[src/rtl/cpu_types_pkg.sv]
// Shared CPU types: ALU opcode encoding, input-sequencer FSM states and
// the default debounce length for a 50 MHz board clock.
package cpu_types_pkg;

  typedef enum logic [3:0] {
    ALU_SLL  = 4'h0,
    ALU_SRL  = 4'h1,
    ALU_ADD  = 4'h2,
    ALU_SUB  = 4'h3,
    ALU_AND  = 4'h4,
    ALU_OR   = 4'h5,
    ALU_XOR  = 4'h6,
    ALU_NOR  = 4'h7,
    ALU_SLT  = 4'h8,
    ALU_SLTU = 4'h9
  } aluop_t;

  // SHOW needs its own code internally; on the LED port it folds onto 3.
  typedef enum logic [2:0] {
    ST_LOAD_A  = 3'd0,
    ST_LOAD_B  = 3'd1,
    ST_LOAD_OP = 3'd2,
    ST_EXEC    = 3'd3,
    ST_SHOW    = 3'd4
  } seq_state_t;

  // 5 ms at 50 MHz
  localparam int DEBOUNCE_DEFAULT = 250000;

endpackage

[src/rtl/alu_input_sequencer_key_debouncer.sv]
// Single push-button conditioner: synchronizer chain, stability counter,
// and a one-cycle pulse when the debounced level falls (key pressed).
module key_debouncer #(
  parameter int DEBOUNCE_CYCLES = 4,
  parameter int SYNC_STAGES     = 2
) (
  input  logic CLK,
  input  logic nRST,
  input  logic key,
  output logic level,
  output logic press
);

  localparam int CW = (DEBOUNCE_CYCLES > 2) ? $clog2(DEBOUNCE_CYCLES) : 1;

  logic [SYNC_STAGES-1:0] sync;
  logic [CW-1:0]          cnt;
  logic                   key_s;
  logic                   done;

  assign key_s = sync[SYNC_STAGES-1];
  // Difference has persisted for DEBOUNCE_CYCLES cycles including this one.
  assign done  = (key_s != level) && (cnt == CW'(DEBOUNCE_CYCLES - 1));
  assign press = done && level && !key_s;

  // Synchronizer chain, idles at "released".
  always_ff @(posedge CLK or negedge nRST) begin
    if (!nRST) sync <= '1;
    else       sync <= {sync[SYNC_STAGES-2:0], key};
  end

  // Count consecutive cycles of disagreement; accept the new level when long enough.
  always_ff @(posedge CLK or negedge nRST) begin
    if (!nRST) begin
      level <= 1'b1;
      cnt   <= '0;
    end else if (done) begin
      level <= key_s;
      cnt   <= '0;
    end else if (key_s != level) begin
      cnt   <= cnt + 1'b1;
    end else begin
      cnt   <= '0;
    end
  end

endmodule

[src/rtl/alu_input_sequencer.sv]
// Board front end for the ALU: synchronizes switches, debounces the advance
// and clear buttons, and steps A -> B -> opcode -> execute -> show.
module alu_input_sequencer
  import cpu_types_pkg::*;
#(
  parameter int DEBOUNCE_CYCLES = DEBOUNCE_DEFAULT,
  parameter int SYNC_STAGES     = 2
) (
  input  logic        CLK,
  input  logic        nRST,
  input  logic [17:0] sw_raw,
  input  logic [3:0]  key_raw,
  output logic [31:0] portA,
  output logic [31:0] portB,
  output aluop_t      aluop,
  output logic        op_valid,
  input  logic [31:0] alu_result,
  input  logic        alu_neg,
  input  logic        alu_ovf,
  input  logic        alu_zero,
  output logic [31:0] result_q,
  output logic [2:0]  flags_q,
  output logic [1:0]  state_q
);

  logic [SYNC_STAGES-1:0][17:0] sw_sync;
  logic [SYNC_STAGES-1:0][1:0]  spare_sync;
  logic [17:0]                  sw_s;
  logic [31:0]                  sw_ext;
  logic                         adv_evt, clr_evt, adv_lvl, clr_lvl;
  logic                         unused_bits;
  seq_state_t                   state, state_nxt;

  assign sw_s        = sw_sync[SYNC_STAGES-1];
  assign sw_ext      = {{16{sw_s[16]}}, sw_s[15:0]};
  // SW[17] and KEY[3:2] have no function on this board.
  assign unused_bits = ^{spare_sync[SYNC_STAGES-1], sw_s[17], adv_lvl, clr_lvl};

  // Switch and spare-key synchronizers; switches are level inputs, no debounce.
  always_ff @(posedge CLK or negedge nRST) begin
    if (!nRST) begin
      sw_sync    <= '1;
      spare_sync <= '1;
    end else begin
      sw_sync    <= {sw_sync[SYNC_STAGES-2:0], sw_raw};
      spare_sync <= {spare_sync[SYNC_STAGES-2:0], key_raw[3:2]};
    end
  end

  key_debouncer #(.DEBOUNCE_CYCLES(DEBOUNCE_CYCLES), .SYNC_STAGES(SYNC_STAGES)) u_adv (
    .CLK(CLK), .nRST(nRST), .key(key_raw[0]), .level(adv_lvl), .press(adv_evt)
  );

  key_debouncer #(.DEBOUNCE_CYCLES(DEBOUNCE_CYCLES), .SYNC_STAGES(SYNC_STAGES)) u_clr (
    .CLK(CLK), .nRST(nRST), .key(key_raw[1]), .level(clr_lvl), .press(clr_evt)
  );

  // State register.
  always_ff @(posedge CLK or negedge nRST) begin
    if (!nRST) state <= ST_LOAD_A;
    else       state <= state_nxt;
  end

  // Next state; clear overrides any advance in the same cycle.
  always_comb begin
    state_nxt = state;
    if (clr_evt) state_nxt = ST_LOAD_A;
    else begin
      case (state)
        ST_LOAD_A:  if (adv_evt) state_nxt = ST_LOAD_B;
        ST_LOAD_B:  if (adv_evt) state_nxt = ST_LOAD_OP;
        ST_LOAD_OP: if (adv_evt) state_nxt = ST_EXEC;
        ST_EXEC:    state_nxt = ST_SHOW;
        ST_SHOW:    if (adv_evt) state_nxt = ST_LOAD_A;
        default:    state_nxt = ST_LOAD_A;
      endcase
    end
  end

  // Status outputs; EXEC and SHOW share code 3, told apart by op_valid.
  always_comb begin
    op_valid = (state == ST_EXEC);
    state_q  = (state == ST_SHOW) ? 2'd3 : state[1:0];
  end

  // Operand/opcode capture on advance, result capture in EXEC, wipe on clear.
  always_ff @(posedge CLK or negedge nRST) begin
    if (!nRST) begin
      portA    <= '0;
      portB    <= '0;
      aluop    <= ALU_SLL;
      result_q <= '0;
      flags_q  <= '0;
    end else if (clr_evt) begin
      portA    <= '0;
      portB    <= '0;
      aluop    <= ALU_SLL;
      result_q <= '0;
      flags_q  <= '0;
    end else begin
      if (adv_evt) begin
        case (state)
          ST_LOAD_A:  portA <= sw_ext;
          ST_LOAD_B:  portB <= sw_ext;
          ST_LOAD_OP: aluop <= aluop_t'(sw_s[3:0]);
          default: ;
        endcase
      end
      if (state == ST_EXEC) begin
        result_q <= alu_result;
        flags_q  <= {alu_neg, alu_ovf, alu_zero};
      end
    end
  end

endmodule

[config.mk]
export PLATFORM = sky130hd
export DESIGN_NAME = alu_input_sequencer
export DESIGN_NICKNAME = d
export VERILOG_FILES = /design/src/rtl/cpu_types_pkg.sv /design/src/rtl/alu_input_sequencer_key_debouncer.sv /design/src/rtl/alu_input_sequencer.sv
export SDC_FILE = /design/constraint.sdc
export NUM_CORES = 1
export LEC_CHECK = 0
export BUFFER_PORTS_ARGS = -buffer_cell sky130_fd_sc_hd__clkbuf_2
export CAP_MARGIN = 20
export CORE_MARGIN = 4
export CORE_UTILIZATION = 58
export DETAILED_ROUTE_END_ITERATION = 8
export GPL_ROUTABILITY_DRIVEN = 0
export PLACE_DENSITY = 0.86
export SLEW_MARGIN = 20
export SYNTH_ARGS = -nofsm -noshare
export SYNTH_HDL_FRONTEND = slang
export SYNTH_HIERARCHICAL = 1
export SYNTH_SLANG_ARGS = --single-unit
[constraint.sdc]
create_clock -name CLK -period 4.9 [get_ports CLK]
set_input_delay 0.245 -clock CLK [delete_from_list [all_inputs] [get_ports CLK]]
set_output_delay 0.245 -clock CLK [all_outputs]
set_load 0.05 [all_outputs]
Word level (Yosys, flattened, before mapping) --
Cells that the tools add are included.
Cells by class: add/sub/neg operators 2, equal/unequal tests 12, mux-type cells 24, reduce and logical (&&, ||, !) cells 18
Operators by type and width (number):
- $mux W32 | 8
- $mux W18 | 4
- $add A18 B1 Y18 const B | 2
- $eq A18 B18 Y1 const B | 2
- $mux W3 | 7
- $pmux W3 S5 | 1
- $mux W4 | 3
- $ne A3 B3 Y1 const B | 4
- $reduce_bool A2 Y1 | 5
- $eq A3 B2 Y1 const B | 2
- $logic_and A1 B1 Y1 | 6
- $reduce_and A2 Y1 | 3
- $reduce_and A4 Y1 | 1
- $eq A3 B1 Y1 const B | 1
- $eq A3 B3 Y1 const B | 1
- $logic_not A3 Y1 | 1
- $logic_not A1 Y1 | 2
- $mux W2 | 1
- $ne A1 B1 Y1 | 2
Word-level totals: flip-flop bits (word level) 182, output and inout port bits 106, word-level logic and storage cells 70

Depth between registers and ports, before layout --
Gate-level depths: netlist of run 1.
depth after elaboration 7, gate-level depth with buffers 7

Cells and area by module --
Netlist of run 1, hierarchy kept.
Modules (own cells, without submodules):
- alu_input_sequencer | times used 1, cells each 382, area each 4818.4 µm²
- key_debouncer | times used 2, cells each 98, area each 1016.0 µm²

Worst setup path before layout of run 1 --
No wires, ideal clock.
path type register -> register, start register u_adv.cnt[4], end register portA[30], library setup time 126 ps, arrival 2977 ps, path slack 1797 ps, cell stages (with the launch flop) 7, clock period less this slack 3103 ps, cell sequence dfrtp_1 > or4b_1 > or4_4 > nor4b_1 > or4b_4 > buf_6 > mux2i_1
On the way: cells in the longest elaborated chain, start to end 6
Ends and longest elaborated chain:
- start, declared | RTL line alu_input_sequencer_key_debouncer.sv:17 | logic [CW-1:0] cnt;
- start signal, assigned | RTL line alu_input_sequencer_key_debouncer.sv:41 | cnt <= cnt + 1'b1;
- $eq A18 B18 Y1 | RTL line alu_input_sequencer_key_debouncer.sv:23 | assign done = (key_s != level) && (cnt == CW'(DEBOUNCE_CYCLES - 1));
- $logic_and A1 B1 Y1 | RTL line alu_input_sequencer_key_debouncer.sv:23
- $logic_and A1 B1 Y1 (2 in series) | RTL line alu_input_sequencer_key_debouncer.sv:24 | assign press = done && level && !key_s;
- named net adv_evt | RTL line alu_input_sequencer.sv:30 | logic adv_evt, clr_evt, adv_lvl, clr_lvl;
- $reduce_bool A2 Y1 (no line)
- $reduce_and A2 Y1 (no line)
- end signal, assigned | RTL line alu_input_sequencer.sv:103 | ST_LOAD_A: portA <= sw_ext;
- end, declared | RTL line alu_input_sequencer.sv:13 | output logic [31:0] portA,
The timed path passes the listed nets, and every way through them passes these cells. A chain may end at the register's enable or synchronous reset.

Worst setup path after layout of run 1 --
start register u_adv.cnt[4], end register portB[8]
On the way: cells in the longest elaborated chain, start to end 6
Ends and longest elaborated chain:
- $eq A18 B18 Y1 | RTL line alu_input_sequencer_key_debouncer.sv:23
- $logic_and A1 B1 Y1 | RTL line alu_input_sequencer_key_debouncer.sv:23
- $logic_and A1 B1 Y1 (2 in series) | RTL line alu_input_sequencer_key_debouncer.sv:24
- named net adv_evt | RTL line alu_input_sequencer.sv:30
- $reduce_bool A2 Y1 (no line)
- $reduce_and A2 Y1 (no line)
- end signal, assigned | RTL line alu_input_sequencer.sv:104 | ST_LOAD_B: portB <= sw_ext;
- end, declared | RTL line alu_input_sequencer.sv:14 | output logic [31:0] portB,
The timed path passes the listed nets, and every way through them passes these cells.

==> run_results.csv, run 1 <==
group,metric,value,unit
run_status,outcome,"completed",
worst_setup_path,cp_data_required_time,5.22,ns
final_layout,n_antenna_cell,0,
placement,hpwl,9440,µm
clock_tree,cts_setup_buffers,0,
power,p_int,2.13,mW
logic_synthesis,ys_warn_count,6,
worst_setup_path,timing.setup.critical_path_class,"reg2reg",
power,cellPowerDensity,324,nW/µm²
sta,hold_ws,0.0625,ns
logic_synthesis,syn-num-nets,639,
sta,finClkSkew,0.00775,ns
detailed_routing,routedWlPerCell,16.1,µm
clock_tree,cts_buffers,17,
sta,tightest_slew,1.12,ns
floorplan,die_area,13600,µm²
final_layout,final_common_cell,"clkbuf_2",
power,leakage,3.87,nW
hold_path,hold_path_class,"in2reg",
logic_synthesis,syn-cell-area,6850,µm²
floorplan,placementRows,39,
logic_synthesis,synth_edf_count,0,
worst_setup_path,crit_fanout,10,
clock_tree,cts_tree,"yes",
worst_setup_path,crit_chain,"or4b_1, or4_4, nor4b_2, nand4bb_1, mux2i_1",
global_routing,antenna_found_initial,0,
logic_synthesis,yosysSeqAreaShare,56.3,%
detailed_routing,totalWireLength,14200,µm
sta,fmax,287,MHz
clock_tree,cts.sinks,152,
sta,slew_viol_final,0,
logic_synthesis,synth_cell_types,40,
final_layout,fin_nets,784,
power,p_sw,565,µW
worst_setup_path,reg2reg_depth,5,
floorplan,start_util,59.7,%
power,p_seq_share,48.3,%
final_layout,final_cell_mix,"clkbuf_2, nand2b_1, dfrtp_1, mux2i_1, dfstp_2",
logic_synthesis,synth.avg_cell_area,11.9,µm²
run,maxCapViolations,0,
logic_synthesis,synth_ff_type,"dfrtp_1",
global_routing,grt_usage,21.1,%
sta,rsz0062_at_grt,"no",
worst_setup_path,critPathCaptureType,"flop",
power,irDropWorstVdd,224,µV
clock_tree,clkLatencyLatePin,0.42,ns
detailed_routing,drcViolationCount,0,
global_routing,grt_pass1_vias,4682,
final_layout,fin_cells,879,
sta,slew_headroom,25.4,%
worst_setup_path,startpoint_type,"flop",
global_routing,overflow,0,
worst_setup_path,cpMaxStageDelayCell,"nand4bb_1",
clock_tree,root_buffer,"clkbuf_16",
global_routing,grt_max_degree,117,
floorplan,fp.dieH,117,µm
worst_setup_path,cp_slowest_stage_delay,0.82,ns
detailed_routing,drtIter0Drc,286,
worst_setup_path,worst_ep_arrival_time,3.80,ns
sta,fin_crit_sh,71.0,%
power,p_sw_share,21.0,%
sta,hold_viol,0,
power,pwr-share-clk,48.4,%
clock_tree,clockBufferDepth,2,
clock_tree,path_clk_slew,0.06,ns
placement,placed_cells,827,
sta,finalSetupViolations,0,
placement,portBuffers,161,
worst_setup_path,critical_path_buf_inv_count,0,
detailed_routing,vias_per_cell,5.31,
worst_setup_path,crit_cells,5,
logic_synthesis,synthCells,578,
logic_synthesis,ys_ff_latch,152,
floorplan,die_w,117,µm
floorplan,coreArea,11500,µm²
sta,fin_crit,3.48,ns
detailed_routing,num_vias,4669,
detailed_routing,ant_nets,0,
worst_setup_path,cp_top_family,"simple AND/OR/NAND/NOR gates",
logic_synthesis,async_flop_share,100,%
hold_path,min_path_cells,3,
floorplan,io_pins,165,
global_routing,grt_first_pass_wirelength,22200,µm
final_layout,drive_gt1_share,34.1,%
power,comb_power_share,3.3,%
final_layout,syn2layout_area_growth,21.2,%
detailed_routing,firstDrtPassIters,4,
sta,fin_tns_setup,0,ns
clock_tree,cts_resized,0,
clock_tree,htreeDepth,4,
worst min-delay path, delay by kind of cell:
family                 cells  cell delay (ns)
multiplexers               1             0.06
AND/OR/NAND/NOR            1             0.05
buffers and inverters      1             0.08
synth_stat cells, types with 4 or more instances:
cell | number | share of area [%]
nand3_1 | 8 | 0.58
or4_1 | 4 | 0.44
a21oi_1 | 4 | 0.29
nor3_1 | 8 | 0.58
clkbuf_1 | 15 | 0.82
buf_2 | 5 | 0.37
nand2_1 | 8 | 0.44
or3_1 | 4 | 0.37
dfstp_2 | 40 | 15
nor4_1 | 6 | 0.55
o21ai_0 | 5 | 0.37
dfrtp_1 | 112 | 41
nor2_1 | 36 | 2.0
nand4_1 | 12 | 1.1
inv_1 | 10 | 0.55
xor2_1 | 12 | 1.5
buf_4 | 34 | 3.7
nor4b_1 | 4 | 0.51
buf_6 | 4 | 0.66
mux2i_1 | 73 | 11
nand2b_1 | 128 | 12
xnor2_1 | 18 | 2.3
stage by stage:
step	area (µm²)	power (mW)	utilization, %	worst slack (ns)
floorplan	6850	1.34	-	1.80
global placement	7510	1.39	65.5	1.18
detailed placement	7510	1.40	65.5	1.00
CTS	8300	2.71	72.4	0.973
global route	8300	2.78	72.4	1.22
finish	8300	2.69	72.4	1.42
layout make-up:
class,count,area [µm²]
clock inverter,12,153
multi-input combinational,358,2600
inverter,10,37.5
sequential,152,3850
tap,143,179
timing repair buffer,184,1050
fill,773,3160
clock buffer,20,437
timing repair:
item / CTS / global route
endpoints found under the hold margin: 45 / 0
endpoints found under the setup margin: 0 / 0
hold buffers: 20 / 0
cells by family (layout without fill, tap and decap cells):
| family | after synthesis | in the layout | synth area share [%] |
|---|---|---|---|
| fa+ha+maj | 2 | 2 | 0.365 |
| flops | 152 | 152 | 56.3 |
| buf+inv | 68 | 226 | 6.12 |
| mux | 75 | 75 | 11.0 |
| simple gates | 236 | 236 | 20.8 |
| xor+xnor | 30 | 30 | 3.84 |
| compound gates | 15 | 15 | 1.61 |
worst paths after layout:
kind	from	end	slack, ns
max	u_adv/cnt[4]	portB[8]	1.42
min	alu_result[24]	result_q[24]	0.06
max reg2reg	u_adv/cnt[4]	portB[8]	1.42
min reg2reg	sw_sync[14]	sw_s[14]	0.35
max in group asynchronous	nRST	sw_s[9]	3.23
min in group asynchronous	nRST	portA[11]	0.53
power by group through the flow:
stage / Clock (mW) / Combinational, mW / Sequential (mW)
finish: 1.30 / 0.0897 / 1.30
global route: 1.38 / 0.102 / 1.30
CTS: 1.32 / 0.0918 / 1.30
detailed placement: 0 / 0.0780 / 1.32
global placement: 0 / 0.0737 / 1.32
floorplan: 0 / 0.0258 / 1.32
metal layers:
metal	wire length [µm]	part of all wire, %	vias to the layer above	global-route usage, %
li1	-	-	2181	-
met1	5660	40	2322	25.9
met2	7350	52	140	35.8
met3	869	6.1	26	5.65
met4	281	2.0	0	7.95
met5	0	0	-	0
sequential cells by signal, summed over array words and instances, names as in the netlist:
signal / count
flags_q: 3
result_q: 32
u_adv/cnt: 18
sw_sync: 17
u_adv/level: 1
u_clr/level: 1
aluop: 4
u_adv/sync: 2
state: 3
portB: 17
portA: 17
u_clr/cnt: 18
u_clr/sync: 2
sw_s: 17
(Power assumes the default switching activity.)
==> run 2, diff against run 1 <==
CORE_UTILIZATION = 48   (was 58)
PLACE_DENSITY = 0.76   (was 0.86)
clock period = 2.93 ns   (was 4.9 ns; I/O delays follow)
==> run 2 against run 1 <==
Compared with the run above:
- sequential power increased by 67%
- critical endpoint is now portA[3]
- largest cell class unchanged
- die area is 19% higher
- fmax up 28%
- worst hold slack lost 0.037 ns
- first-iteration DRC count down 7.0%
- core utilization decreased by 9.1 points
- largest power group is now clock
==> run_results.csv, run 2 (synthesized netlist as in run 1, its figures left out) <==
group,metric,value,unit
worst_setup_path,endpoint,"portA[3]",
sta,slew_headroom,49.9,%
final_layout,drive_gt1_share,33.5,%
run_status,outcome,"completed",
worst_setup_path,critical_path_buf_inv_count,2,
worst_setup_path,timing.setup.critical_path_class,"reg2reg",
power,p_total,4.63,mW
hold_path,hold_path_class,"in2reg",
clock_tree,root_buffer,"clkbuf_16",
final_layout,fillers,1047,
detailed_routing,drtIter0Drc,266,
floorplan,placementRows,43,
sta,hold_viol,0,
final_layout,fin_area,8820,µm²
global_routing,grt_usage,18.4,%
sta,tightest_slew,0.751,ns
final_layout,largest_register,"result_q",
placement,pre_cts_slack,0.140,ns
placement,placement.cell_area,7650,µm²
clock_tree,clkLatencyLatePin,0.42,ns
clock_tree,htreeDepth,4,
sta,slew_viol_final,0,
worst_setup_path,worst_ep_arrival_time,3.05,ns
worst_setup_path,reg2reg_depth,7,
clock_tree,clockBufferDepth,2,
floorplan,fp.dieH,127,µm
worst_setup_path,worstReg2RegStart,"u_adv/cnt[10]",
global_routing,overflow,0,
worst_setup_path,crit_fanout,10,
clock_tree,cts.sinks,152,
placement,portBuffers,161,
floorplan,start_util,49.2,%
sta,finalSetupViolations,0,
placement,hpwl,9580,µm
worst_setup_path,cp_slowest_stage_delay,0.58,ns
clock_tree,path_clk_slew,0.06,ns
power,cellPowerDensity,525,nW/µm²
worst_setup_path,startpoint_type,"flop",
run,maxCapViolations,0,
floorplan,die_area,16200,µm²
clock_tree,cts_tree,"yes",
floorplan,die_w,127,µm
detailed_routing,ant_nets,0,
worst_setup_path,cp_data_required_time,3.27,ns
final_layout,fin_nets,827,
sta,fin_ws,0.215,ns
worst_setup_path,cpMaxStageDelayCell,"or4_4",
worst_setup_path,rrSetupSlack,0.21,ns
sta,finClkSkew,0.00578,ns
final_layout,final_common_cell,"clkbuf_2",
power,leakage,4.09,nW
sta,fmax,368,MHz
detailed_routing,drcViolationCount,0,
sta,rsz0062_at_grt,"no",
sta,fin_crit,2.72,ns
detailed_routing,num_vias,4793,
floorplan,coreArea,13900,µm²
final_layout,largestRegisters,"result_q x32, u_adv/cnt x18, u_clr/cnt x18",
detailed_routing,totalWireLength,14500,µm
power,irDropWorstVdd,401,µV
global_routing,grt_max_degree,87,
global_routing,grt_first_pass_wirelength,23900,µm
final_layout,syn2layout_area_growth,28.8,%
worst_setup_path,cp_top_family,"simple AND/OR/NAND/NOR gates",
worst_setup_path,crit_path_start,"u_adv/cnt[10]",
detailed_routing,vias_per_cell,4.99,
detailed_routing,routedWlPerCell,15.1,µm
final_layout,largest_register_ffs,32,
final_layout,final_cell_mix,"clkbuf_2, nand2b_1, dfrtp_1, mux2i_1, dlygate4sd3_1",
global_routing,antenna_found_initial,0,
sta,fin_crit_sh,92.7,%
worst_setup_path,cp_common_cell,"buf_4",
floorplan,io_pins,165,
worst_setup_path,crit_cells,7,
worst_setup_path,critPathCaptureType,"flop",
global_routing,grt_pass1_vias,4862,
detailed_routing,firstDrtPassIters,4,
sta,hold_ws,0.0256,ns
sta,fin_tns_setup,0,ns
clock_tree,cts_buffers,17,
worst_setup_path,rr_endpoint,"portA[3]",
worst_setup_path,crit_chain,"or4b_1, or4_4, nor4b_4, buf_4, nor4b_2, buf_4, mux2i_1",
==> run 2: cell count changes in the layout (fill, tap and decap cells not counted), sizes merged <==
cell and change:
diode +1, inv -1, bufinv +1, clkbuf -1, buf +9, dlygate4sd3 +34
clkinv +1
==> run 2: worst min-delay path by stage <==
stage	startpoint	to	slack, ns	cells past startpoint
6_report	alu_result[10]	result_q[10]	0.03	3
5_1_grt	alu_result[10]	result_q[10]	0.04	3
4_1_cts	alu_result[10]	result_q[10]	0.008	3
3_5_place_dp	sw_raw[7]	sw_sync[7]	0.24	1
3_3_place_gp	sw_raw[7]	sw_sync[7]	0.23	1
2_1_floorplan	nRST	aluop[0]	-0.15	0
==> run 2: final cells by class <==
cell class              count  area (µm²)  area share, %
inverters                  10        37.5          0.425
repair buffers            227        1480           16.8
clock buffers              19         443           5.02
well taps                 180         225           2.55
diodes                      1        2.50         0.0284
multi-input cells         358        2610           29.5
flip-flops and latches    152        3850           43.7
clock inverters            13         178           2.01
==> run 2: report_power, final <==
part           leakage, nW  internal [mW]  switching, mW
registers             1.80           2.15         0.0182
logic                 2.00         0.0951         0.0934
clock network        0.292           1.44          0.831
total                 4.09           3.69          0.943
==> run 2: metrics by stage <==
step	utilization, %	std cells
3_3_place_gp	54.9	873
3_5_place_dp	54.9	873
2_1_floorplan	-	578
6_report	63.3	960
4_1_cts	63.2	959
5_1_grt	63.3	959
==> run 2: repair_timing <==
item,4_1_cts,5_1_grt
resized for setup,0,1
setup buffers,0,0
endpoints found under the hold margin,100,0
setup endpoints to repair,0,9
hold buffers,54,0
==> run 2: per-layer routing <==
layer | up-vias | global-route usage [%] | part of all wire, %
met5 | - | 0 | 0
met4 | 0 | 7.32 | 2.4
met3 | 32 | 4.56 | 5.7
met2 | 147 | 30.7 | 50
met1 | 2345 | 23.0 | 42
li1 | 2269 | - | -
==> run 2: worst reg2reg max path: cells and delay by family (launching register included) <==
| kind | cells | cell delay, ns |
|---|---|---|
| buffers and inverters | 2 | 0.47 |
| DFF | 1 | 0.41 |
| muxes | 1 | 0.22 |
| and+or+nand+nor | 4 | 1.54 |
==> run 3, diff against run 2 <==
CORE_ASPECT_RATIO = 1.4   (was default)
==> run 3 against run 2 <==
Compared with the run above:
- clock skew is 0.0057 ns higher
- highest routed layer unchanged
- largest power group is now sequential cells
- worst hold slack lost 0.0057 ns
- fmax is 0.64% lower
- first-iteration DRC count rose by 12%
- critical endpoint is now flags_q[1]
- sequential share of layout area up 0.28 points
==> run_results.csv, run 3 (synthesized netlist as in run 1, its figures left out) <==
group,metric,value,unit
detailed_routing,routedWlPerCell,15.2,µm
global_routing,grt_pass1_vias,5045,
final_layout,syn2layout_area_growth,28.0,%
hold_path,hold_path_class,"in2reg",
power,irDropWorstVdd,370,µV
final_layout,fin_cells,965,
worst_setup_path,crit_chain,"or4b_1, or4_4, nor4b_2, buf_4, nand2b_1, mux2i_1",
floorplan,start_util,49.0,%
sta,fin_crit_sh,93.3,%
power,cellPowerDensity,509,nW/µm²
run,maxCapViolations,0,
final_layout,fin_nets,828,
detailed_routing,drtIter0Drc,298,
clock_tree,cts_tree,"yes",
global_routing,antenna_found_initial,0,
final_layout,largestRegisters,"result_q x32, u_adv/cnt x18, u_clr/cnt x18",
power,leakage,4.08,nW
worst_setup_path,worst_ep_arrival_time,3.01,ns
sta,finalSetupViolations,0,
worst_setup_path,startpoint_type,"flop",
sta,fin_tns_setup,0,ns
floorplan,coreArea,14000,µm²
detailed_routing,drcViolationCount,0,
detailed_routing,vias_per_cell,4.92,
worst_setup_path,crit_fanout,71,
final_layout,largest_register_ffs,32,
final_layout,n_antenna_cell,0,
clock_tree,cts_setup_buffers,0,
final_layout,fin_area,8770,µm²
sta,hold_ws,0.0199,ns
sta,slew_viol_final,0,
floorplan,fp.dieH,149,µm
global_routing,grt_usage,18.8,%
placement,hpwl,9900,µm
clock_tree,htreeDepth,4,
sta,fmax,366,MHz
clock_tree,root_buffer,"clkbuf_16",
detailed_routing,totalWireLength,14600,µm
floorplan,io_pins,165,
placement,placement.cell_area,7640,µm²
run_status,outcome,"completed",
clock_tree,clockBufferDepth,2,
global_routing,grt_first_pass_wirelength,24300,µm
sta,tightest_slew,0.903,ns
detailed_routing,firstDrtPassIters,4,
global_routing,grt_max_degree,101,
clock_tree,cts_buffers,17,
final_layout,fin_util,62.7,%
floorplan,die_w,109,µm
sta,hold_viol,0,
placement,placed_cells,879,
worst_setup_path,cp_data_required_time,3.21,ns
clock_tree,clkLatencyLatePin,0.41,ns
final_layout,largest_register,"result_q",
sta,rsz0062_at_grt,"no",
worst_setup_path,cpMaxStageDelayCell,"or4_4",
placement,portBuffers,161,
worst_setup_path,critPathCaptureType,"flop",
sta,finClkSkew,0.0115,ns
floorplan,die_area,16300,µm²
final_layout,final_common_cell,"clkbuf_2",
detailed_routing,ant_nets,0,
worst_setup_path,cp_slowest_stage_delay,0.56,ns
clock_tree,cts.sinks,152,
global_routing,overflow,0,
worst_setup_path,timing.setup.critical_path_class,"reg2reg",
detailed_routing,num_vias,4751,
final_layout,final_cell_mix,"clkbuf_2, nand2b_1, dfrtp_1, mux2i_1, dlygate4sd3_1",
sta,slew_headroom,39.8,%
floorplan,placementRows,51,
clock_tree,path_clk_slew,0.06,ns
final_layout,drive_gt1_share,33.7,%
sta,fin_crit,2.73,ns
==> run 3: cell count changes in the layout (fill, tap and decap cells not counted), moves of 2 or more <==
cell | previous run | this run
buf_4 | 9 | 12
clkbuf_16 | 17 | 19
inv_6 | 0 | 3
clkinv_2 | 3 | 1
clkinv_4 | 1 | 4
bufinv_16 | 4 | 0
buf_12 | 3 | 1
clkinvlp_4 | 4 | 1
==> run 3: critical path, delay by kind of cell, from the launching register on <==
family | cells | cell delay (ns)
simple gates | 4 | 1.58
buf+inv | 1 | 0.47
flops | 1 | 0.45
mux | 1 | 0.09
==> run 3: area by class of cell <==
class	instances	area, µm²
sequential	152	3850
clock inverter	10	80.1
fill	1061	5210
timing repair buffer	228	1460
multi-input combinational	358	2600
inverter	10	37.5
tap	185	231
clock buffer	22	507
==> run 3: report_power, final <==
part	switching, mW	internal [mW]
clock network	0.860	1.24
logic	0.0936	0.0953
registers	0.0176	2.15
total	0.972	3.49
==> run 3: stage by stage <==
step                setup slack [ns]  power (mW)
CTS                            0.181        4.52
global route                 0.00200        4.64
floorplan                      0.101        2.25
global placement               0.273        2.33
finish                         0.197        4.46
detailed placement             0.184        2.34
==> run 3: path summary, 6_finish.rpt <==
path                                startpoint            end  slack (ns)  cells after the start
worst max-delay path              u_clr/cnt[4]     flags_q[1]        0.20                      6
worst min-delay path            alu_result[20]   result_q[20]        0.02                      3
worst max register to register    u_clr/cnt[4]     flags_q[1]        0.20                      6
worst min register to register     sw_sync[12]       sw_s[12]        0.35                      0
max in group asynchronous                 nRST  u_clr/sync[1]        1.70                      3
min in group asynchronous                 nRST    result_q[2]        0.36                      2
==> run 3: repair_timing <==
item / in CTS / in global routing
resized for setup: 0 / 0
hold buffers: 54 / 0
endpoints found under the setup margin: 0 / 0
hold endpoints to repair: 125 / 0
==> run 3: metal layers <==
metal,share of wire (%),global-route usage [%]
met4,3.2,9.10
met5,0,0
met1,40,22.0
met3,4.2,3.77
met2,53,32.6
